## src/rtl/truth_table_extractor_pkg.sv

```systemverilog
// Shared types and defaults for the truth-table extractor.
package truth_table_pkg;

  typedef enum logic [1:0] {IDLE, HOLD, SAMPLE, FINISH} state_e;

  localparam int DEF_N_IN   = 3;
  localparam int DEF_SETTLE = 1;

  function automatic int rows(input int n);
    return 1 << n;
  endfunction

endpackage

```

## src/rtl/truth_table_extractor_if.sv

```systemverilog
// Control/data bundle between the extractor (slave) and its controller or DUT harness (master).
interface truth_table_extractor_if #(parameter int N_IN = truth_table_pkg::DEF_N_IN);
  import truth_table_pkg::*;

  localparam int ROWS = rows(N_IN);

  logic            start;
  logic            busy;
  logic            done;
  logic [N_IN-1:0] x;
  logic            f;
  logic [ROWS-1:0] table_o;
  logic [ROWS-1:0] expected;
  logic            mismatch;
  logic [N_IN-1:0] first_bad;

  modport slave (
    input  start, f, expected,
    output busy, done, x, table_o, mismatch, first_bad
  );

  modport master (
    output start, f, expected,
    input  busy, done, x, table_o, mismatch, first_bad
  );

endinterface

```

## src/rtl/truth_table_extractor_first_set.sv

```systemverilog
// Lowest-set-bit priority encoder over 2**IDX_W bits; index is 0 when nothing is set.
module tt_first_set #(
  parameter  int IDX_W = 3,
  localparam int W     = 1 << IDX_W
) (
  input  logic [W-1:0]     i_vec,
  output logic [IDX_W-1:0] o_idx,
  output logic             o_found
);

  // Scan downward so the lowest set bit is the last one written.
  always_comb begin
    o_idx   = '0;
    o_found = 1'b0;
    for (int i = W - 1; i >= 0; i--) begin
      if (i_vec[i]) begin
        o_idx   = IDX_W'(i);
        o_found = 1'b1;
      end
    end
  end

endmodule

```

## src/rtl/truth_table_extractor.sv

```systemverilog
// Sweeps x through every row, samples f after SETTLE extra cycles, publishes the table on done.
// Optional golden compare is built only when TRUTH_TABLE_COMPARE_EN is defined.
module truth_table_extractor
  import truth_table_pkg::*;
#(
  parameter int N_IN   = DEF_N_IN,
  parameter int SETTLE = DEF_SETTLE
) (
  input  logic                  clk,
  input  logic                  rst,
  truth_table_extractor_if.slave bus
);

  localparam int            ROWS      = rows(N_IN);
  localparam logic [3:0]    HOLD_LAST = (SETTLE > 0) ? 4'(SETTLE - 1) : 4'd0;
  localparam logic [N_IN:0] LAST_ROW  = (N_IN + 1)'(ROWS - 1);
  // With no settle time each row is a single SAMPLE cycle and HOLD is skipped.
  localparam state_e        ROW_ENTRY = (SETTLE > 0) ? HOLD : SAMPLE;

  state_e          r_state;
  state_e          w_next;
  logic [N_IN:0]   r_row;
  logic [3:0]      r_cnt;
  logic [ROWS-1:0] r_shadow;
  logic [ROWS-1:0] r_table;
  logic            r_done;
  logic            w_accept;
  logic            w_last;

  assign w_accept = (r_state == IDLE) && bus.start;
  assign w_last   = (r_row == LAST_ROW);

  always_ff @(posedge clk or posedge rst) begin
    if (rst) r_state <= IDLE;
    else     r_state <= w_next;
  end

  always_comb begin
    w_next = r_state;
    case (r_state)
      IDLE:    if (bus.start) w_next = ROW_ENTRY;
      HOLD:    if (r_cnt == HOLD_LAST) w_next = SAMPLE;
      SAMPLE:  w_next = w_last ? FINISH : ROW_ENTRY;
      FINISH:  w_next = IDLE;
      default: w_next = IDLE;
    endcase
  end

  always_comb begin
    bus.busy    = (r_state != IDLE);
    bus.x       = r_row[N_IN-1:0];
    bus.done    = r_done;
    bus.table_o = r_table;
  end

  // Row counter is one bit wider than x so the final increment never wraps onto row 0.
  always_ff @(posedge clk or posedge rst) begin
    if (rst) begin
      r_row    <= '0;
      r_cnt    <= '0;
      r_shadow <= '0;
      r_table  <= '0;
      r_done   <= 1'b0;
    end else begin
      r_done <= 1'b0;
      case (r_state)
        IDLE: begin
          if (w_accept) begin
            r_row <= '0;
            r_cnt <= '0;
          end
        end
        HOLD:   r_cnt <= r_cnt + 4'd1;
        SAMPLE: begin
          r_shadow[r_row[N_IN-1:0]] <= bus.f;
          r_row                     <= r_row + 1'b1;
          r_cnt                     <= '0;
        end
        FINISH: begin
          r_table <= r_shadow;
          r_done  <= 1'b1;
          r_row   <= '0;
        end
        default: r_row <= '0;
      endcase
    end
  end

`ifdef TRUTH_TABLE_COMPARE_EN
  logic [ROWS-1:0] r_expected;
  logic            r_mismatch;
  logic [N_IN-1:0] r_first_bad;
  logic [N_IN-1:0] w_first_idx;
  logic            w_any_diff;

  tt_first_set #(.IDX_W(N_IN)) u_first_set (
    .i_vec   (r_shadow ^ r_expected),
    .o_idx   (w_first_idx),
    .o_found (w_any_diff)
  );

  // Compare results are published on the same edge as the table.
  always_ff @(posedge clk or posedge rst) begin
    if (rst) begin
      r_expected  <= '0;
      r_mismatch  <= 1'b0;
      r_first_bad <= '0;
    end else begin
      if (w_accept) r_expected <= bus.expected;
      if (r_state == FINISH) begin
        r_mismatch  <= w_any_diff;
        r_first_bad <= w_first_idx;
      end
    end
  end

  assign bus.mismatch  = r_mismatch;
  assign bus.first_bad = r_first_bad;
`else
  assign bus.mismatch  = 1'b0;
  assign bus.first_bad = '0;
`endif

endmodule

```

## src/flat_wrapper.sv

```systemverilog
// flat-port wrapper written by rule: the top's interface ports become plain ports
module truth_table_extractor_flat import truth_table_pkg::*;
#(
  parameter int N_IN   = DEF_N_IN,
  parameter int SETTLE = DEF_SETTLE
)
  (clk, rst, bus_start, bus_f, bus_expected, bus_busy, bus_done, bus_x, bus_table_o, bus_mismatch, bus_first_bad);
  truth_table_extractor_if #(.N_IN(N_IN)) bus_i ();
  input  logic clk;
  input  logic rst;
  input wire logic [$bits(bus_i.start)-1:0] bus_start;
  input wire logic [$bits(bus_i.f)-1:0] bus_f;
  input wire logic [$bits(bus_i.expected)-1:0] bus_expected;
  output wire logic [$bits(bus_i.busy)-1:0] bus_busy;
  output wire logic [$bits(bus_i.done)-1:0] bus_done;
  output wire logic [$bits(bus_i.x)-1:0] bus_x;
  output wire logic [$bits(bus_i.table_o)-1:0] bus_table_o;
  output wire logic [$bits(bus_i.mismatch)-1:0] bus_mismatch;
  output wire logic [$bits(bus_i.first_bad)-1:0] bus_first_bad;
  assign bus_i.start = bus_start;
  assign bus_i.f = bus_f;
  assign bus_i.expected = bus_expected;
  assign bus_busy = bus_i.busy;
  assign bus_done = bus_i.done;
  assign bus_x = bus_i.x;
  assign bus_table_o = bus_i.table_o;
  assign bus_mismatch = bus_i.mismatch;
  assign bus_first_bad = bus_i.first_bad;
  truth_table_extractor #(.N_IN(N_IN), .SETTLE(SETTLE)) u_core (.clk(clk), .rst(rst), .bus(bus_i));
endmodule
```

## config.mk

```make
export PLATFORM = sky130hd
export DESIGN_NAME = truth_table_extractor_flat
export DESIGN_NICKNAME = d
export VERILOG_FILES = /design/src/rtl/truth_table_extractor_pkg.sv /design/src/rtl/truth_table_extractor_if.sv /design/src/rtl/truth_table_extractor_first_set.sv /design/src/rtl/truth_table_extractor.sv /design/src/flat_wrapper.sv
export SDC_FILE = /design/constraint.sdc
export NUM_CORES = 1
export LEC_CHECK = 0
export BUFFER_PORTS_ARGS = -buffer_cell sky130_fd_sc_hd__buf_2
export CAP_MARGIN = 20
export CELL_PAD_IN_SITES_DETAIL_PLACEMENT = 0
export CELL_PAD_IN_SITES_GLOBAL_PLACEMENT = 2
export CORE_AREA = 10 10 71 73
export CTS_CLUSTER_SIZE = 16
export DETAILED_ROUTE_END_ITERATION = 10
export DIE_AREA = 0 0 81 83
export HOLD_SLACK_MARGIN = 0.1
export PLACE_DENSITY = 0.92
export SYNTH_ARGS = -nofsm -noshare
export SYNTH_HDL_FRONTEND = slang
export SYNTH_HIERARCHICAL = 1
export SYNTH_SLANG_ARGS = --single-unit
```

## constraint.sdc

```tcl
create_clock -name clk -period 4.6 [get_ports clk]
set_clock_uncertainty 0.15 [all_clocks]
set_input_delay 0.23 -clock clk [delete_from_list [all_inputs] [get_ports clk]]
set_output_delay 0.23 -clock clk [all_outputs]
set_load 0.02 [all_outputs]
```

# Word level (Yosys, flattened, before mapping)
# Cells that the tools add are included.
# totals
romBits	0
out_inout_bits	17
memories	0
ram_bits	0
in_bits	12
ff_bits	27
latchBits	0
# classes
bitwise_logic	0
n_div	0
mux	11
n_addsub	2
shifts	0
n_mul	0
eq_ne	7
n_reduce_logical	10
n_lt_le_gt_ge	2
# ops
op	n
4-bit one-hot mux with 3 select lines	2
4-bit by 1-bit adder with 4-bit output (second input constant)	2
8-bit bitwise mux	1
2-bit one-hot mux with 4 select lines	1
2-bit 2-to-1 mux	3
2-bit AND reduction	3
3-bit nonzero test	2
2-bit == test (second input constant)	2
4-bit by 3-bit == test with 1-bit output (second input constant)	1
4-bit zero test	1
3-bit by 4-bit < comparator with 1-bit output (second input constant)	1
4-bit 2-to-1 mux	1
2-bit by 1-bit != test with 1-bit output (second input constant)	2
1-bit demux with 3-bit select	1
3-bit by 1-bit greater-or-equal comparator with 1-bit output (second input constant)	1
2-bit by 1-bit == test with 1-bit output (second input constant)	1
1-bit logical AND	2
2-bit zero test	1
1-bit 2-to-1 mux	2
2-bit != test (second input constant)	1
2-bit nonzero test	1

# Longest topological paths before layout
# Gate-level depths: netlist (run 1).
# depth
ltp_word	5
mapped_depth	4

# Worst setup path before layout (run 1)
# OpenSTA, ideal clock, no wires.
# synth_timing
path_kind	flip-flop to flip-flop
startpoint	register u_core.r_state[0]
endpoint	register u_core.r_shadow[5]
path_buffers	0
slack_ns	3.128
stages_incl_launch_ff	4
arrival_time_ns	1.197
cell_sequence	dfrtp_1 nand3b_1 nor3b_1 mux2_2
# synth_via
elab_chain_len	1
# synth_rtl
item	line	rtl
start: declaration	truth_table_extractor.sv:20	state_e r_state;
start signal: assignment	truth_table_extractor.sv:35	else r_state <= w_next;
2-bit == test	truth_table_extractor.sv:66	case (r_state)
end signal: indexed assignment	truth_table_extractor.sv:75	r_shadow[r_row[N_IN-1:0]] <= bus.f;
end: declaration	truth_table_extractor.sv:24	logic [ROWS-1:0] r_shadow;
# Every way passes these cells.
# A chain may end at the register's enable or synchronous reset.

# Worst setup path in the final report (run 1)
# Same ends and word-level chain as after synthesis.

==> summary.md, run 1 <==
| Metric | Value |
|---|---|
| Die Span Y | `83 um` |
| CTS tree | `done` |
| Worst-Margin Slew | `522 ps` |
| Final net count | `between 100 and 150` |
| Hold buffers post-CTS | `1` |
| Reg area | `around 680 sq um` |
| Fin. Hold Viols | `0` |
| Final period util | `between 30% and 40%` |
| Longest Clk Path Bufs | `2` |
| Vias in the first global route | `slightly below 900` |
| MaxCap Viol Count | `0` |
| Final Slew Violations | `0` |
| Layout cell share with drive strength beyond 1 | `between 30% and 40%` |
| Yosys warns | `6` |
| # placed instances | `165` |
| Unrepaired setup endpoints after global routing | `no` |
| Drt drc | `0` |
| Total net switching power | `293 uW` |
| Setup tns final | `0 ps` |
| WL/cell | `approximately 14 um` |
| Clock slew at reported path FFs | `~90 ps` |
| Register share of total power | `about half` |
| Asr flop ratio synth | `100%` |
| Normalized max-slew margin | `approximately 65%` |
| Drt first-iter violations | `36` |
| Crit path from | `u_core/r_state[0]$_DFFE_PP0P_` |
| Final setup margin | `around 2800 ps` |
| P&R area growth vs syn | `12.5%` |
| All-Layer GR Usage | `under 10%` |
| I/O Pins | `29` |
| Status | `complete, no violations` |
| Top_reg_cell synth | `dfrtp_1` |
| Post-Route WL | `roughly 2400 um` |
| Syn_area_per_cell | `around 12 sq um` |
| HP Class | `input port to flip-flop` |
| Startpoint Class | `flip-flop` |
| Total grt overflow | `0` |
| Input/output buffers | `16` |
| Power Dens Cells | `around 530 nW/um^2` |
| Total power | `approximately 780 uW` |
| Die Wd | `81 um` |
| Post-synthesis sequential area ratio | `between 50% and 60%` |
| Post-cts gate resize count | `0` |
| Setup Fix Bufs, Post-CTS | `0` |
| DR top layer | `met4` |
| Fin cells | `about 170` |
| Final ANT Viol Nets | `0` |
| Worst r2r path cells | `3` |
| Most common cell after layout, fill and taps aside | `dfrtp_1` |
| Flops & latches, synth | `27` |
| Pre-Repair DR Iteration Count | `4` |
| Lkg Pwr | `a little under 0.7 nW` |
| R2r setup slk | `2820 ps` |
| M1 WL | `approximately 1000 um` |
| Reg2reg start | `u_core/r_state[0]$_DFFE_PP0P_` |
| CP Data Required Time | `between 4000 and 5000 ps` |
| Largest net degree at the start of global routing | `28` |
| Reg-to-reg endpoint | `u_core/r_shadow[5]$_DFFE_PP0P_` |
| Worst setup path end | `u_core/r_shadow[5]$_DFFE_PP0P_` |
| RD Place Congestion | `~0.78` |
| EDFF count, synth | `0` |
| Root Driver | `clkbuf_8` |
| Core ar. | `~3600 sq um` |
| Place WS | `roughly 2800 ps` |
| CP arrival | `between 1500 and 2000 ps` |
| Comb pwr share | `between 30 and 40%` |
| Worst setup EP type | `flip-flop` |
| Diode count | `0` |
| Post-Syn Area | `1290 sq um` |
| Max Fclk | `approximately 0.56 GHz` |
| Worst skew pair latency | `~270 ps` |
| Internal power | `just under 500 uW` |
| Post-DP HPWL | `1800 um` |
| Antenna violations before repair | `0` |
| CTS H-tree lvls | `1` |
| WL met3 | `between 100 and 150 um` |
| Met2 wire len | `1240 um` |
| Setup violators final | `0` |
| Vias per Instance | `between 4 and 5` |
| Global-route wire length before repair | `4110 um` |
| Tmin final | `around 1800 ps` |
| Area of the multi-input gates | `roughly 530 sq um` |
| Clock power frac | `17.0%` |
| Worst vdd ir | `between 0.0001 and 0.00015 V` |
| Fillers | `~360` |
| TritonCTS Buffers | `3` |
| Via count | `between 800 and 900` |
| Critical-path maximum fanout | `16` |
| Setup CP Type | `flip-flop to flip-flop` |
| Clk sinks | `27` |
| Post-synth cell types | `33` |
| Initial Util | `a little over a third` |
| Most frequent cells in the layout | `dfrtp_1, buf_2, mux2_2, inv_1, o21ai_0` |
| Core Rows | `22` |
| Sw frac | `between 30% and 40%` |
| Die area | `about 6700 sq um` |
| Instance count of the mapped netlist | `109` |
worst min path at each step:
| stage | end | start | depth (start not counted) |
|---|---|---|---|
| 2_1_floorplan | u_core/bus.done$_DFF_PP0_ | rst | 1 |
| 3_3_place_gp | u_core/r_shadow[2]$_DFFE_PP0P_ | u_core/r_shadow[2]$_DFFE_PP0P_ | 1 |
| 3_5_place_dp | u_core/bus.table_o[3]$_DFFE_PP0P_ | u_core/bus.table_o[3]$_DFFE_PP0P_ | 1 |
| 4_1_cts | u_core/r_shadow[6]$_DFFE_PP0P_ | bus_f | 2 |
| 5_1_grt | u_core/r_shadow[6]$_DFFE_PP0P_ | bus_f | 2 |
| 6_report | u_core/r_shadow[6]$_DFFE_PP0P_ | bus_f | 2 |
synthesized netlist by cell type (all sizes together), types with 2 or more instances:
master | instances | share of area (%)
dfrtp | 27 | 52
mux2 | 16 | 14
buf | 9 | 5.0
inv | 6 | 1.7
o21ai | 5 | 1.9
a21oi | 4 | 1.6
nand2 | 4 | 1.2
a22o | 3 | 2.0
ha | 3 | 2.9
nand3 | 3 | 1.2
nand3b | 3 | 1.7
nor2 | 3 | 0.87
nor3b | 3 | 2.6
a21o | 2 | 1.2
clkbuf | 2 | 0.58
nor3 | 2 | 0.78
o211ai | 2 | 1.2
through the flow:
| step | hold slack (ps) | cell area (sq um) | util, % |
|---|---|---|---|
| final | 137 | 1450 | 39.9 |
| after global routing | 140 | 1450 | 39.9 |
| after CTS | 138 | 1420 | 39.2 |
| after detailed placement | 340 | 1370 | 37.7 |
| after global placement | 319 | 1370 | 37.7 |
| after floorplan | 133 | 1300 | - |
final cells by class:
type	count	area share (%)
clock buffer	4	3.10
inverter	6	1.55
multi-input combinational	68	36.6
sequential	27	46.6
tap	48	4.14
timing repair buffer	18	8.10
power groups by stage:
stage / sequential, mW / combinational [mW] / clock [mW]
after floorplan: 0.388 / 0.189 / 0
after global placement: 0.381 / 0.249 / 0
after detailed placement: 0.388 / 0.265 / 0
after CTS: 0.383 / 0.266 / 0.134
after global routing: 0.397 / 0.294 / 0.146
final: 0.382 / 0.262 / 0.132
critical path: stages, from the launching register on:
cell and delay, ps:
dfrtp_1 580, nand3b_1 300, nor3b_1 280, mux2_2 360
cell families after synthesis:
group | count (synthesis) | synth area share, %
flip-flops | 27 | 52.4
other | 1 | 0.291
AND/OR/NAND/NOR | 25 | 12.5
AO/OA/AOI/OAI | 18 | 9.21
XOR/XNOR | 2 | 1.36
adder cells (fa/ha/maj) | 3 | 2.91
multiplexers | 16 | 14.0
buffers and inverters | 17 | 7.37
metal layers:
layer | up-vias | global-route usage (%)
met1 | 418 | 8.78
li1 | 402 | -
met3 | 5 | 1.29
met5 | - | 0
met2 | 15 | 12.1
met4 | 0 | 5.16
sequential cells by signal, summed over array words and instances (netlist names):
name	flops
u_core/bus.done	1
u_core/bus.table_o	8
u_core/r_cnt	4
u_core/r_row	4
u_core/r_shadow	8
u_core/r_state	2
(Power assumes the default switching activity.)
==> inputs of run 2 (changes only) <==
--- a/config.mk
+++ b/config.mk
@@ -5,16 +5,17 @@
 export SDC_FILE = /design/constraint.sdc
 export NUM_CORES = 1
 export LEC_CHECK = 0
+export ABC_AREA = 1
 export BUFFER_PORTS_ARGS = -buffer_cell sky130_fd_sc_hd__buf_2
 export CAP_MARGIN = 20
 export CELL_PAD_IN_SITES_DETAIL_PLACEMENT = 0
 export CELL_PAD_IN_SITES_GLOBAL_PLACEMENT = 2
-export CORE_AREA = 10 10 71 73
+export CORE_AREA = 10 10 77 79
 export CTS_CLUSTER_SIZE = 16
 export DETAILED_ROUTE_END_ITERATION = 10
-export DIE_AREA = 0 0 81 83
+export DIE_AREA = 0 0 87 89
 export HOLD_SLACK_MARGIN = 0.1
-export PLACE_DENSITY = 0.92
+export PLACE_DENSITY = 0.88
 export SYNTH_ARGS = -nofsm -noshare
 export SYNTH_HDL_FRONTEND = slang
 export SYNTH_HIERARCHICAL = 1
==> constraint.sdc (replaced) <==
create_clock -name clk -period 1.78 [get_ports clk]
set_clock_uncertainty 0.15 [all_clocks]
set_input_delay 0.089 -clock clk [delete_from_list [all_inputs] [get_ports clk]]
set_output_delay 0.089 -clock clk [all_outputs]
set_load 0.02 [all_outputs]
==> run 2 against run 1 <==
Non-clock buffer count up 3. Total power grew to 2.9 times the previous value. Utilization down 7.2 points. Clock power grew to 2.7 times the previous value. Register-to-register slack lost 2400 ps. Critical endpoint is now u_core/r_row[2]$_DFFE_PP0P_. Highest routed layer unchanged.
==> summary.md, run 2 <==
| Metric | Value |
|---|---|
| Status | `complete, no violations` |
| Drt drc | `0 (unchanged)` |
| Die area | `7740 sq um (+15%)` |
| Via count | `993 (+18%)` |
| Clk sinks | `27 (unchanged)` |
| Post-synth cell types | `18 (-45%)` |
| CP Data Required Time | `1770 ps (-2840 ps)` |
| Setup violators final | `0 (unchanged)` |
| HP Class | `input port to async pin` |
| Max Fclk | `0.750 GHz` |
| Layout cell share with drive strength beyond 1 | `13.7% (-16 points)` |
| Post-Syn Area | `1290 sq um (+0.19%)` |
| All-Layer GR Usage | `7.48% (-0.071 points)` |
| Global-route wire length before repair | `4660 um (+13%)` |
| Clock slew at reported path FFs | `100 ps (about the same)` |
| Worst setup EP type | `flip-flop` |
| Worst-Margin Slew | `498 ps (-24.5 ps)` |
| Lkg Pwr | `0.833 nW (+20%)` |
| Final Slew Violations | `0 (unchanged)` |
| Top-count cell post-synth | `nand2_1` |
| Critical-path maximum fanout | `4 (-12)` |
| Longest Clk Path Bufs | `2 (unchanged)` |
| Asr flop ratio synth | `100% (unchanged)` |
| Place WS | `458 ps (-2360 ps)` |
| Reg area | `676 sq um (unchanged)` |
| Post-synthesis sequential area ratio | `52.3% (-0.10 points)` |
| Final net count | `198 (+42%)` |
| Layout Utilization | `32.7% (-7.2 points)` |
| Power Dens Cells | `1520 nW/um^2 (+180%)` |
| M1 WL | `1180 um (+17%)` |
| Setup Fix Bufs, Post-CTS | `0 (unchanged)` |
| Normalized max-slew margin | `66.5% (+1.3 points)` |
| Initial Util | `28.5% (-7.0 points)` |
| Post-DP HPWL | `1930 um (+7.7%)` |
| Hold WS | `264 ps (+127 ps)` |
| Startpoint Class | `input port` |
| Setup CP Type | `input port to flip-flop` |
| Die Span Y | `89 um (+7.2%)` |
| Worst vdd ir | `0.000349 V (+170%)` |
| I/O Pins | `29 (unchanged)` |
| Syn_area_per_cell | `7.93 sq um (-33%)` |
| Pre-Repair DR Iteration Count | `4 (unchanged)` |
| Fin. Hold Viols | `0 (unchanged)` |
| Final period util | `about 75%` |
| Final setup margin | `447 ps (-2370 ps)` |
| Placed cell area | `1410 sq um (+2.7%)` |
| WL met3 | `117 um (+1.7%)` |
| Total grt overflow | `0 (unchanged)` |
| Vias per Instance | `4.21 (-14%)` |
| Instance count of the mapped netlist | `163 (+50%)` |
| Share of the synthesized area in the top cell type | `52.3% (-0.10 points)` |
| P&R area growth vs syn | `14.8%` |
| Most common library cells after synthesis | `nand2_1, dfrtp_1, inv_1, nand3_1` |
| Antenna violations before repair | `0 (unchanged)` |
| Post-synth top area cell | `dfrtp_1` |
| Area of the multi-input gates | `499 sq um (-5.9%)` |
| Yosys warns | `6 (unchanged)` |
| DR top layer | `met4` |
| EDFF count, synth | `0 (unchanged)` |
| Top_reg_cell synth | `dfrtp_1` |
| Drt first-iter violations | `83 (+130%)` |
| Vias in the first global route | `1,005 (+16%)` |
| MaxCap Viol Count | `0 (unchanged)` |
| Final Instance Area | `1480 sq um (+2.2%)` |
| CP arrival | `1320 ps (-470 ps)` |
| Post-Route WL | `2660 um (+9.3%)` |
| Final ANT Viol Nets | `0 (unchanged)` |
| Worst skew pair latency | `270 ps (about the same)` |
| Top cells by area, synth | `dfrtp_1, nand2_1, nand3_1` |
| Setup tns final | `0 ps (unchanged)` |
| RD Place Congestion | `0.710 (-9.4%)` |
| Root Driver | `clkbuf_8` |
| CTS H-tree lvls | `1 (unchanged)` |
| Diode count | `0 (unchanged)` |
| Most frequent cells in the layout | `nand2_1, dfrtp_1, buf_2, inv_1, nand3_1` |
| Core Rows | `25 (+14%)` |
| WL/cell | `11.3 um (-21%)` |
| Tmin final | `~1300 ps` |
| Core ar. | `4540 sq um (+25%)` |
| CTS tree | `done` |
| Largest net degree at the start of global routing | `28 (unchanged)` |
| Unrepaired setup endpoints after global routing | `no` |
| Flops & latches, synth | `27 (unchanged)` |
| Met2 wire len | `1330 um (+7.4%)` |
| Most common cell after layout, fill and taps aside | `nand2_1` |
| Die Wd | `87 um (+7.4%)` |
| Input/output buffers | `16 (unchanged)` |
| TritonCTS Buffers | `3 (unchanged)` |
| Fillers | `510 (+41%)` |
run 2: layout make-up:
cell class              count  area share (%)
flip-flops and latches     27            45.5
repair buffers             21            8.43
clock inverters             1           0.506
multi-input cells         112            33.6
clock buffers               3            2.78
well taps                  54            4.55
inverters                  18            4.55
run 2: repair_timing:
item                      CTS  global route
hold buffers                3             0
gates resized for setup     0             0
hold endpoints to repair   37             0
run 2: critical path, stage by stage:
cell,delay [ps]
dlygate4sd3_1,520
buf_2,90
inv_1,40
o21ai_0,410
o21ai_0,170
run 2: metrics by stage:
stage	total power [mW]	instances
2_1_floorplan	1.66	166
3_3_place_gp	1.92	229
3_5_place_dp	1.93	229
4_1_cts	2.30	236
5_1_grt	2.48	236
6_report	2.26	236
run 2: per-layer routing:
metal  vias up  GRT usage [%]
met1       452           8.72
met2        11           12.8
met5         -              0
met4         0           3.09
met3         2           1.82
li1        528              -
run 2: final timing paths:
| check | slack, ps | endpoint | depth (start not counted) | start |
|---|---|---|---|---|
| max in group asynchronous | 950 | u_core/r_shadow[3]$_DFFE_PP0P_ | 4 | rst |
| worst min register to register | 330 | u_core/r_shadow[4]$_DFFE_PP0P_ | 2 | u_core/r_shadow[4]$_DFFE_PP0P_ |
| min in group clk | 330 | u_core/r_shadow[4]$_DFFE_PP0P_ | 2 | u_core/r_shadow[4]$_DFFE_PP0P_ |
| worst max-delay path | 450 | u_core/r_row[2]$_DFFE_PP0P_ | 5 | bus_start |
| worst max register to register | 460 | u_core/r_shadow[0]$_DFFE_PP0P_ | 6 | u_core/r_state[0]$_DFFE_PP0P_ |
| worst min-delay path | 260 | u_core/bus.table_o[4]$_DFFE_PP0P_ | 4 | rst |
run 2: logic make-up (layout without fill, tap and decap cells):
kind of cell	after synthesis	after routing	synth area share [%]
simple gates	96	96	30.3
flops	27	27	52.3
buf+inv	27	43	9.97
compound gates	7	7	2.90
fa+ha+maj	3	3	2.90
xor+xnor	2	2	1.36
other cells	1	4	0.290
run 2: power by group:
part / total (mW) / internal, mW / switching [mW]
combinational: 0.899 / 0.293 / 0.605
sequential: 0.999 / 0.829 / 0.170
clock: 0.358 / 0.159 / 0.199
total: 2.26 / 1.28 / 0.974
